<file path="config.mk">
export PLATFORM = sky130hd
export DESIGN_NAME = rst_seq_flat
export DESIGN_NICKNAME = d
export VERILOG_FILES = /design/src/rtl/rst_seq_pkg.sv /design/src/rtl/rst_seq_if.sv /design/src/rtl/rst_seq_timer.sv /design/src/rtl/rst_seq.sv /design/src/flat_wrapper.sv
export SDC_FILE = /design/constraint.sdc
export NUM_CORES = 1
export LEC_CHECK = 0
export CAP_MARGIN = 20
export CORE_ASPECT_RATIO = 0.7
export CORE_MARGIN = 2
export CORE_UTILIZATION = 55
export CTS_CLUSTER_SIZE = 12
export DETAILED_ROUTE_END_ITERATION = 16
export DONT_BUFFER_PORTS = 1
export PLACE_DENSITY = 0.7
export SYNTH_ARGS = -nofsm -noshare
export SYNTH_HDL_FRONTEND = slang
export SYNTH_SLANG_ARGS = --single-unit
</file>
<file path="constraint.sdc">
create_clock -name clk -period 2.3 [get_ports clk]
set_clock_uncertainty 0.1 [all_clocks]
set_input_delay 0.575 -clock clk [delete_from_list [all_inputs] [get_ports clk]]
set_output_delay 0.575 -clock clk [all_outputs]
set_load 0.1 [all_outputs]
</file>
<file path="src/rtl/rst_seq_pkg.sv">
// Purpose : shared types and helpers for the reset sequencer.
// Latency : n/a (declarations only).
// Backpressure: n/a.
// Contents: rst_seq_state_t FSM encoding, stage_w() width of the stage counter.
package rst_seq_pkg;

  typedef enum logic [1:0] {
    HOLD    = 2'd0,
    RELEASE = 2'd1,
    RUN     = 2'd2,
    EXPIRED = 2'd3
  } rst_seq_state_t;

  // Width needed to count 0..n released domains inclusive.
  function automatic int unsigned stage_w(input int unsigned n);
    return $clog2(n + 1);
  endfunction

endpackage

</file>
<file path="src/rtl/rst_seq_if.sv">
// Purpose : bundle of control/status signals between the sequencer and its consumer.
// Latency : n/a (wires only).
// Backpressure: none; all signals are levels.
// Signals : soft_rst_req (consumer -> sequencer), dom_rst_n, stage_idx, seq_done,
//           timeout (sequencer -> consumer). master = sequencer side, slave = consumer.
interface rst_seq_if #(
  parameter int unsigned NUM_DOM = 4
);
  import rst_seq_pkg::*;

  localparam int unsigned SW = stage_w(NUM_DOM);

  logic               soft_rst_req;
  logic [NUM_DOM-1:0] dom_rst_n;
  logic [SW-1:0]      stage_idx;
  logic               seq_done;
  logic               timeout;

  modport master (
    input  soft_rst_req,
    output dom_rst_n,
    output stage_idx,
    output seq_done,
    output timeout
  );

  modport slave (
    output soft_rst_req,
    input  dom_rst_n,
    input  stage_idx,
    input  seq_done,
    input  timeout
  );

endinterface

</file>
<file path="src/rtl/rst_seq_timer.sv">
// Purpose : CNT_W-bit up-counter with synchronous clear-to-1 and terminal-match flag.
// Latency : count updates on the edge after clr_i/inc_i; match_o is combinational on the count.
// Backpressure: none.
// Ports   : clk, rst_i (sync, to 0), clr_i (load 1, wins over inc_i), inc_i,
//           term_i (terminal value), match_o (count == term_i).
module rst_seq_timer #(
  parameter int unsigned CNT_W = 16
) (
  input  logic             clk,
  input  logic             rst_i,
  input  logic             clr_i,
  input  logic             inc_i,
  input  logic [CNT_W-1:0] term_i,
  output logic             match_o
);

  logic [CNT_W-1:0] cnt_q;
  logic [CNT_W-1:0] cnt_d;

  always_comb begin
    cnt_d = cnt_q;
    if (clr_i) begin
      cnt_d = CNT_W'(1);
    end else if (inc_i) begin
      cnt_d = cnt_q + CNT_W'(1);
    end
  end

  always_ff @(posedge clk) begin
    if (rst_i) begin
      cnt_q <= '0;
    end else begin
      cnt_q <= cnt_d;
    end
  end

  assign match_o = (cnt_q == term_i);

endmodule

</file>
<file path="src/rtl/rst_seq.sv">
// Purpose : releases NUM_DOM reset domains STAGE_CYC apart, then times a RUN_CYC run window.
// Latency : all outputs registered; soft_rst_req/reset take effect on the next edge.
// Backpressure: none; soft_rst_req is a level that holds the sequencer in HOLD.
// Ports   : clk, reset (sync, active-high), bus (rst_seq_if.master).
// Config  : define RST_SEQ_TIMEOUT_EN to build the run timer and EXPIRED state;
//           otherwise RUN is terminal and timeout is tied low.
module rst_seq
  import rst_seq_pkg::*;
#(
  parameter int unsigned NUM_DOM   = 4,
  parameter int unsigned STAGE_CYC = 8,
  parameter int unsigned RUN_CYC   = 100,
  parameter int unsigned CNT_W     = 16
) (
  input logic       clk,
  input logic       reset,
  rst_seq_if.master bus
);

  localparam int unsigned        SW         = stage_w(NUM_DOM);
  localparam logic [SW-1:0]      LAST_STAGE = SW'(NUM_DOM - 1);
  localparam logic [NUM_DOM-1:0] REL_LSB    = NUM_DOM'(1);
  localparam logic [CNT_W-1:0]   STAGE_TERM = CNT_W'(STAGE_CYC);
  localparam logic [CNT_W-1:0]   RUN_TERM   = CNT_W'(RUN_CYC);

  rst_seq_state_t state_q, state_d;

  logic [NUM_DOM-1:0] dom_q, dom_d;
  logic [SW-1:0]      stage_q, stage_d;
  logic               done_q, done_d;
`ifdef RST_SEQ_TIMEOUT_EN
  logic               to_q, to_d;
`endif

  logic             soft_req;
  logic             tmr_rst;
  logic             tmr_clr;
  logic             tmr_inc;
  logic [CNT_W-1:0] tmr_term;
  logic             tmr_match;

  assign soft_req = bus.soft_rst_req;

  // A soft request zeroes the timer exactly like a hard reset.
  assign tmr_rst  = reset | soft_req;
  // One counter serves both phases; only the terminal value changes.
  assign tmr_term = (state_q == RUN) ? RUN_TERM : STAGE_TERM;

  rst_seq_timer #(
    .CNT_W (CNT_W)
  ) u_timer (
    .clk     (clk),
    .rst_i   (tmr_rst),
    .clr_i   (tmr_clr),
    .inc_i   (tmr_inc),
    .term_i  (tmr_term),
    .match_o (tmr_match)
  );

  // State register.
  always_ff @(posedge clk) begin
    if (reset) begin
      state_q <= HOLD;
    end else begin
      state_q <= state_d;
    end
  end

  // Next-state logic.
  always_comb begin
    state_d = state_q;
    if (soft_req) begin
      state_d = HOLD;
    end else begin
      case (state_q)
        HOLD:    state_d = RELEASE;
        RELEASE: begin
          // The last release and the move to RUN share one edge.
          if (tmr_match && (stage_q == LAST_STAGE)) begin
            state_d = RUN;
          end
        end
        RUN: begin
`ifdef RST_SEQ_TIMEOUT_EN
          if (tmr_match) begin
            state_d = EXPIRED;
          end
`endif
        end
        EXPIRED: state_d = EXPIRED;
        default: state_d = HOLD;
      endcase
    end
  end

  // Output / datapath next-values.
  always_comb begin
    dom_d   = dom_q;
    stage_d = stage_q;
    done_d  = done_q;
`ifdef RST_SEQ_TIMEOUT_EN
    to_d    = to_q;
`endif
    tmr_clr = 1'b0;
    tmr_inc = 1'b0;
    if (soft_req) begin
      dom_d   = '0;
      stage_d = '0;
      done_d  = 1'b0;
`ifdef RST_SEQ_TIMEOUT_EN
      to_d    = 1'b0;
`endif
    end else begin
      case (state_q)
        HOLD: tmr_clr = 1'b1;
        RELEASE: begin
          if (tmr_match) begin
            // Shift a 1 in from bit 0 so releases are strictly ascending.
            dom_d   = (dom_q << 1) | REL_LSB;
            stage_d = stage_q + SW'(1);
            tmr_clr = 1'b1;
            if (stage_q == LAST_STAGE) begin
              done_d = 1'b1;
            end
          end else begin
            tmr_inc = 1'b1;
          end
        end
        RUN: begin
`ifdef RST_SEQ_TIMEOUT_EN
          if (tmr_match) begin
            to_d = 1'b1;
          end else begin
            tmr_inc = 1'b1;
          end
`endif
        end
        default: ;
      endcase
    end
  end

  // Output registers.
  always_ff @(posedge clk) begin
    if (reset) begin
      dom_q   <= '0;
      stage_q <= '0;
      done_q  <= 1'b0;
`ifdef RST_SEQ_TIMEOUT_EN
      to_q    <= 1'b0;
`endif
    end else begin
      dom_q   <= dom_d;
      stage_q <= stage_d;
      done_q  <= done_d;
`ifdef RST_SEQ_TIMEOUT_EN
      to_q    <= to_d;
`endif
    end
  end

  assign bus.dom_rst_n = dom_q;
  assign bus.stage_idx = stage_q;
  assign bus.seq_done  = done_q;
`ifdef RST_SEQ_TIMEOUT_EN
  assign bus.timeout   = to_q;
`else
  assign bus.timeout   = 1'b0;
`endif

endmodule
</file>
<file path="src/flat_wrapper.sv">
// flat-port wrapper written by rule: the top's interface ports become plain ports
module rst_seq_flat import rst_seq_pkg::*;
#(
  parameter int unsigned NUM_DOM   = 4,
  parameter int unsigned STAGE_CYC = 8,
  parameter int unsigned RUN_CYC   = 100,
  parameter int unsigned CNT_W     = 16
)
  (clk, reset, bus_soft_rst_req, bus_dom_rst_n, bus_stage_idx, bus_seq_done, bus_timeout);
  rst_seq_if #(.NUM_DOM(NUM_DOM)) bus_i ();
  input logic clk;
  input logic reset;
  input wire logic [$bits(bus_i.soft_rst_req)-1:0] bus_soft_rst_req;
  output wire logic [$bits(bus_i.dom_rst_n)-1:0] bus_dom_rst_n;
  output wire logic [$bits(bus_i.stage_idx)-1:0] bus_stage_idx;
  output wire logic [$bits(bus_i.seq_done)-1:0] bus_seq_done;
  output wire logic [$bits(bus_i.timeout)-1:0] bus_timeout;
  assign bus_i.soft_rst_req = bus_soft_rst_req;
  assign bus_dom_rst_n = bus_i.dom_rst_n;
  assign bus_stage_idx = bus_i.stage_idx;
  assign bus_seq_done = bus_i.seq_done;
  assign bus_timeout = bus_i.timeout;
  rst_seq #(.NUM_DOM(NUM_DOM), .STAGE_CYC(STAGE_CYC), .RUN_CYC(RUN_CYC), .CNT_W(CNT_W)) u_core (.clk(clk), .reset(reset), .bus(bus_i));
endmodule
</file>
After elaboration in Yosys (flattened, before gate mapping). Index checks and enable logic that the tools add are counted.

Muxes and demuxes: 11. Add/subtract/negate cells: 2. Eq/ne operators: 6. Bitwise logic cells: 1. Reductions and logical operators: 9.

Operators by type and width (count): adder 16 x 1 -> 16 bit (second input constant) (1); equality test 16 x 7 -> 1 bit (1); two-way mux 1 bit (7); two-way mux 7 bit (1); case mux 2 bit (3 select lines) (1); equality test 2 bit (second input constant) (2); AND reduction 2 bit (2); OR reduction 2 bit (2); adder 3 x 1 -> 3 bit (second input constant) (1); equality test 3 x 2 -> 1 bit (second input constant) (1); AND reduction 3 bit (1); nonzero test 3 bit (1); equality test 2 x 1 -> 1 bit (second input constant) (1); zero test 2 bit (1); two-way mux 2 bit (1); inequality test 2 x 1 -> 1 bit (second input constant) (1); case mux 1 bit (2 select lines) (1); nonzero test 2 bit (1); logical AND 1 bit (1); OR 1 bit (1).

Register bits after elaboration: 26. Word-level logic and storage cells: 35. Output and inout bits: 9.

Logic depth before layout (Yosys ltp). Gate-level depths: netlist of the first run.

Depth in word-level cells: 8. Depth in mapped cells: 8. Mapped depth without buffers: 7.

Cells and area by module. A second synthesis of the first run with hierarchy kept.

Cells, all modules: 162. Area, all modules: 1437.6 um2.

By module, submodules not included: rst_seq_timer (area each 917.1 um2, cells an instance 106, times used 1, seq. area each 320.3 um2); rst_seq (area each 520.5 um2, cells an instance 56, times used 1, seq. area each 200.2 um2).

Least setup slack after synthesis of the first run. OpenSTA, ideal clock, no wires.

Kind: input port to flip-flop. Start: input port bus_soft_rst_req. End: register u_core.u_timer.cnt_q[13]. Slack: 410 ps. Arrival: 1724 ps. Library setup time: 66 ps. Required time: 2134 ps. Stages on the path: 5. Cell sequence: or3b_4 > nor2_8 > nand2_2 > or4_4 > a21oi_2.

Word-level cells in the longest chain between the ends: 2.

Ends and longest elaborated chain: start: declaration (RTL line flat_wrapper.sv:13) `input wire logic [$bits(bus_i.soft_rst_req)-1:0] bus_soft_rst_req;`; two-way mux 1 bit or OR 1 bit (tied branches) (RTL line rst_seq.sv:106, rst_seq.sv:45); OR reduction 2 bit (no line); end signal: assignment (RTL line rst_seq_timer.sv:33) `cnt_q <= cnt_d;`; end: declaration (RTL line rst_seq_timer.sv:17) `logic [CNT_W-1:0] cnt_q;`.

Several ways; a longest one is shown, not always the timed one. A chain may end at the register's enable or synchronous reset.

Worst setup path in the final report of the first run.
Start: register u_core.state_q[1]. End: register u_core.u_timer.cnt_q[13].

Word-level cells in the longest chain between the ends: 7.

Ends and longest elaborated chain: start: declaration (RTL line rst_seq.sv:26) `rst_seq_state_t state_q, state_d;`; start signal: assignment (RTL line rst_seq.sv:65) `state_q <= state_d;`; equality test 2 bit (RTL line rst_seq.sv:47) `assign tmr_term = (state_q == RUN) ? RUN_TERM : STAGE_TERM;`; two-way mux 7 bit (RTL line rst_seq.sv:47); equality test 16 x 7 -> 1 bit (RTL line rst_seq_timer.sv:37) `assign match_o = (cnt_q == term_i);`; two-way mux 1 bit (RTL line rst_seq.sv:117) `if (tmr_match) begin`; case mux 1 bit (2 select lines) (RTL line rst_seq.sv:114) `case (state_q)`; two-way mux 1 bit (RTL line rst_seq.sv:106) `if (soft_req) begin`; OR reduction 2 bit (no line).

Several ways; a longest one is shown, not always the timed one.

==> metrics.txt, run 1 <==
Synth Register Bits 26; crit path kind register to register; Arr. time, crit path 2.29 ns; DR WL/cell approximately 13 um; Max Slew Vio Count 0; simple-gate share of the synthesized area 27.2%; Max Clock Freq 473 MHz; post-synth cell types 42; register clock-pin slew on the reported worst setup and hold paths roughly 0.14 ns; Port Buffers 0; setup violators final 0; global-route usage over all layers approximately a fifth; Setup crit start kind register; hold crit path type input port to register; Top Ports 12; post-layout min period about 2.1 ns; maxcap violations 0; Post-CTS Hold Buffers 0; Die Span X approximately 62 um; status finished, final reports clean; Worst Hold Depth 3; cts repair resizes 0; Clock H-tree levels 1; Initial DRT Pass Iterations 4; Leak 0.493 nW; design area ~0.0014 mm2; routed via count 963; DRC Markers 0; Total Power 0.798 mW; leading area contributor after synthesis dfxtp_1; share of layout cells above drive strength 1 a little under a fifth; synthesized area per cell 9.30 um2; Starting Density between 50% and 60%; post-CTS setup buffer count 0; total CTS buffers 3; PwrDens roughly 570 mW/mm2; adder-cell share of the synthesized area just under 4%; setup slack after layout 0.187 ns; Mapped Cells 138; crit share post-route about nine tenths; DR iter-0 viols 51; Vias/cell about 5.4; setup TNS 0 ns; register area share after synthesis 40.5%; CTS tree built; worst r2r path cells 5; Placed Area 0.00136 mm2; Yosys warning count 0; first-pass GRT wire length 3.95 mm; Worst Path Required 2.48 ns; GRT overflow 0; RSZ-0062 raised after global routing false; cell row count 14; main combinational cell family by area after synthesis simple AND/OR/NAND/NOR gates; Place WS roughly 0.25 ns; routability congestion estimate 0.836; vias in the first global route a little under 900; Max Buffers Root-to-Sink 2; Synth Area in XOR/XNOR 9.55%; Die Area 0.00274 mm2; final net count 154; CTS Root Cell clkbuf_4; Synth area leaders dfxtp_1 41%, xor2_1 8.2%, nor2_1 6.7%; Mapped Nets 145; antenna viol nets, final 0; FF-to-FF setup slack 0.19 ns; CTS Sinks 26; highest net fanout along the worst path 9; Layout area overhead 10.0%; final WL 2.37 mm; pin count of the biggest net entering global routing 16; final cell count without fillers 178; final hold vios 0; initial antenna violation count 0; Core Box Area 0.00217 mm2; Syn Std Cell Area about 0.0013 mm2; clk_lat worst skew between 0.3 and 0.4 ns; n_diodes 0; filler cell count in the final layout 192; DIE HEIGHT 44.4 um; worst IR drop on VDD 0.000415 V; share of Yosys cell area claimed by the top area cell type a little over 40%; Synth Area in Compound Gates under 10%; post-DP HPWL 1.78 mm; Cells after DPL 174; proportion of synthesized area in mux cells 4.87%; crit path capture type register
==> final cells by class <==
cell class | instances | area [um2] | area share, %
Inverter | 4 | 15.0 | 1.06
Multi-Input combinational cell | 102 | 709 | 50.2
Clock inverter | 1 | 30.0 | 2.13
Timing Repair Buffer | 10 | 75.1 | 5.31
Tap cell | 32 | 40.0 | 2.83
Clock buffer | 3 | 22.5 | 1.59
Sequential cell | 26 | 520 | 36.8
==> worst max-delay path: stages (launching register included) <==
cell and delay [ns]:
dfxtp_1 0.46, nor2b_2 0.31, mux2i_4 0.45, nor2_4 0.09, or4_4 0.52, a21oi_2 0.13
==> layer usage <==
metal	share of wire, %	up-vias	global-route usage [%]
met5	0	-	0
met4	0.51	0	3.83
met3	5.6	2	6.43
met2	41	21	28.6
met1	53	446	29.2
li1	-	494	-
==> cells in the mapped netlist, drive strengths merged <==
cell / instances
mux2i: 5
o21ai: 4
dfxtp: 26
and2b: 1
buf: 4
or2: 1
and3: 3
a21oi: 3
nor3b: 4
o211ai: 3
xor2: 12
and4: 1
inv: 4
nor2b: 1
nand2: 7
a211oi: 2
clkbuf: 2
nor2: 25
or4: 1
a31oi: 1
nor4: 2
a311oi: 1
nand3: 6
conb: 1
ha: 4
o2111ai: 1
nor3: 4
o31ai: 1
xnor2: 2
nand4: 4
a21o: 1
or3b: 1
==> placed cells by master (no fill, tap or decap), drive strengths merged, types with 3 or more instances in the layout <==
cell type and n:
o21ai 4, ha 4, and3 3, o211ai 3, buf 10, clkbuf 3, nand2 7, nand4 4
dfxtp 26, a21oi 3, nor3b 4, nor2 25, mux2i 5, xor2 12, nand3 6, inv 4
nor3 4
==> power by group <==
part | internal (mW) | total, mW | switching, mW
sequential | 0.452 | 0.455 | 0.00217
clock | 0.176 | 0.314 | 0.137
combinational | 0.00821 | 0.0301 | 0.0219
==> per-stage QoR <==
step / util [%] / hold slack (ns)
2_1_floorplan: - / 0.379
3_3_place_gp: 62.6 / 0.352
3_5_place_dp: 62.6 / 0.365
4_1_cts: 65.0 / 0.395
5_1_grt: 65.0 / 0.398
6_report: 65.0 / 0.396
==> flip-flops by register name (all words and copies together) (netlist names) <==
| name | flops |
|---|---|
| u_core.state_q | 2 |
| u_core.u_timer.cnt_q | 16 |
| u_core.bus.stage_idx | 3 |
| u_core.bus.seq_done | 1 |
| u_core.bus.dom_rst_n | 4 |
==> cells by family after synthesis <==
logic type | after synthesis
compound gates | 17
other cells | 1
fa+ha+maj | 4
xor+xnor | 14
buf+inv | 10
simple gates | 61
mux | 5
flops | 26
==> path summary, 6_finish.rpt <==
path	to	start
setup / recovery	u_core.u_timer.cnt_q[13]	u_core.state_q[1]
hold / removal	u_core.u_timer.cnt_q[1]	bus_soft_rst_req
setup reg to reg	u_core.u_timer.cnt_q[13]	u_core.state_q[1]
hold reg to reg	u_core.bus.seq_done	u_core.bus.seq_done
Note: power is estimated with default switching activity, not from simulation.
==> inputs of run 2 (changes only) <==
--- a/config.mk
+++ b/config.mk
@@ -13,6 +13,7 @@
 export DETAILED_ROUTE_END_ITERATION = 16
 export DONT_BUFFER_PORTS = 1
 export PLACE_DENSITY = 0.7
+export REMOVE_ABC_BUFFERS = 1
 export SYNTH_ARGS = -nofsm -noshare
 export SYNTH_HDL_FRONTEND = slang
 export SYNTH_SLANG_ARGS = --single-unit
==> metrics.txt, run 2 (synthesized netlist as in run 1, its figures left out) <==
Placed Area 0.00136 mm2; commonest cells after routing, fill and taps aside 26 x dfxtp_1, 23 x nor2_1, 12 x xor2_1; Initial DRT Pass Iterations 4; clk_lat worst skew 0.33 ns; Core Util, Final about 65%; Multi-input gate area 716 um2; pin count of the biggest net entering global routing 16; Sw Share 20.7%; CTS tree built; register clock-pin slew on the reported worst setup and hold paths 0.15 ns; worst IR drop on VDD 0.000462 V; filler cell count in the final layout 195; final cell count without fillers about 180; power share of the clock group roughly two fifths; Die Area 0.00274 mm2; DRC Markers 0; DR iter-0 viols about 50; Sw Pwr around 0.17 mW; setup TNS 0 ns; register area 520 um2; GRT overflow 0; max reg flops 16; Layout area overhead 10.5%; Leak 0.494 nW; post-DP HPWL roughly 1.8 mm; Top Ports 12; final WL 2.50 mm; DIE HEIGHT 44.4 um; Starting Density 59.1%; Gate power share 3.8%; post-layout min period 2.12 ns; RSZ-0062 raised after global routing false; DR WL/cell 14.0 um; Cells after DPL about 170; Top reg by flops u_core.u_timer.cnt_q; final hold vios 0; total CTS buffers 3; Vias/cell ~5.4; Max Clock Freq 471 MHz; Clock H-tree levels 1; design area approximately 0.0014 mm2; Setup crit start kind register; final net count 154; worst r2r path cells 8; status finished, final reports clean; initial antenna violation count 0; first-pass GRT wire length 4.24 mm; maxcap violations 0; Arr. time, crit path 2.25 ns; crit share post-route 92.3%; Worst Hold Depth 2; Total Power ~0.80 mW; global-route usage over all layers between 20% and 30%; antenna viol nets, final 0; routed via count about 970; Seq pwr share 56.7%; Port Buffers 0; P_int roughly 0.64 mW; crit path capture type register; RR Startpoint u_core.u_timer.cnt_q[0]; crit path kind register to register; CTS Sinks 26; n_diodes 0; hold crit path type register to register; Max Slew Vio Count 0; vias in the first global route 963; hold path start u_core.bus.seq_done; Die Span X 61.7 um; Setup crit start u_core.u_timer.cnt_q[0]; most common cell after layout, fill and taps aside dfxtp_1; CTS Root Cell clkbuf_4; highest net fanout along the worst path 9; Core Box Area around 0.0022 mm2; routability congestion estimate 0.787; cell row count 14; PwrDens 566 mW/mm2; Worst Path Required between 2 and 2.5 ns; share of layout cells above drive strength 1 19.2%; Max Buffers Root-to-Sink 2; setup violators final 0
## run 2: cell counts in the layout (fill, tap and decap cells not counted)
No cell type changed its count.
## run 2: critical path, stage by stage (launching register included)
cell and delay [ns]:
dfxtp_1 0.35, inv_1 0.11, ha_1 0.17, nor3b_1 0.25
nand4_2 0.33, nor3b_2 0.26, buf_4 0.20, mux2i_1 0.20
nor2_1 0.06
## run 2: final timing paths
kind,end,slack [ns]
min reg2reg,u_core.bus.seq_done,0.39
max,u_core.bus.dom_rst_n[1],0.18
max reg2reg,u_core.bus.dom_rst_n[1],0.18
min,u_core.bus.seq_done,0.39
## run 2: routing by layer
metal,track usage (%),vias up,wire length (um)
li1,-,490,-
met4,4.26,0,10
met1,29.2,460,1290
met2,35.2,14,1110
met3,5.26,2,82
met5,0,-,0
## run 2: timing repair
action,4_1_cts,5_1_grt
gates resized for setup,0,2
setup endpoints to repair,0,15
setup buffers,0,0
hold buffers,0,0
hold endpoints to repair,0,0
## run 2: power groups by stage
stage / sequential [mW] / combinational [mW] / clock (mW)
6_report: 0.455 / 0.0302 / 0.318
5_1_grt: 0.455 / 0.0329 / 0.338
4_1_cts: 0.455 / 0.0295 / 0.320
3_5_place_dp: 0.464 / 0.0285 / 0
3_3_place_gp: 0.464 / 0.0275 / 0
2_1_floorplan: 0.464 / 0.0240 / 0
## run 2: area by class of cell
type | count | share of cell area [%]
clock buffers | 3 | 1.59
well taps | 32 | 2.82
flip-flops and latches | 26 | 36.7
repair buffers | 10 | 5.29
clock inverters | 1 | 2.12
inverters | 4 | 1.06
multi-input cells | 102 | 50.4
## run 2: per-stage QoR
step / worst slack (ns) / hold WS [ns]
after CTS: 0.0529 / 0.389
final: 0.178 / 0.390
after global routing: 0.0259 / 0.414
after detailed placement: 0.146 / 0.363
after floorplan: 0.262 / 0.379
after global placement: 0.289 / 0.358
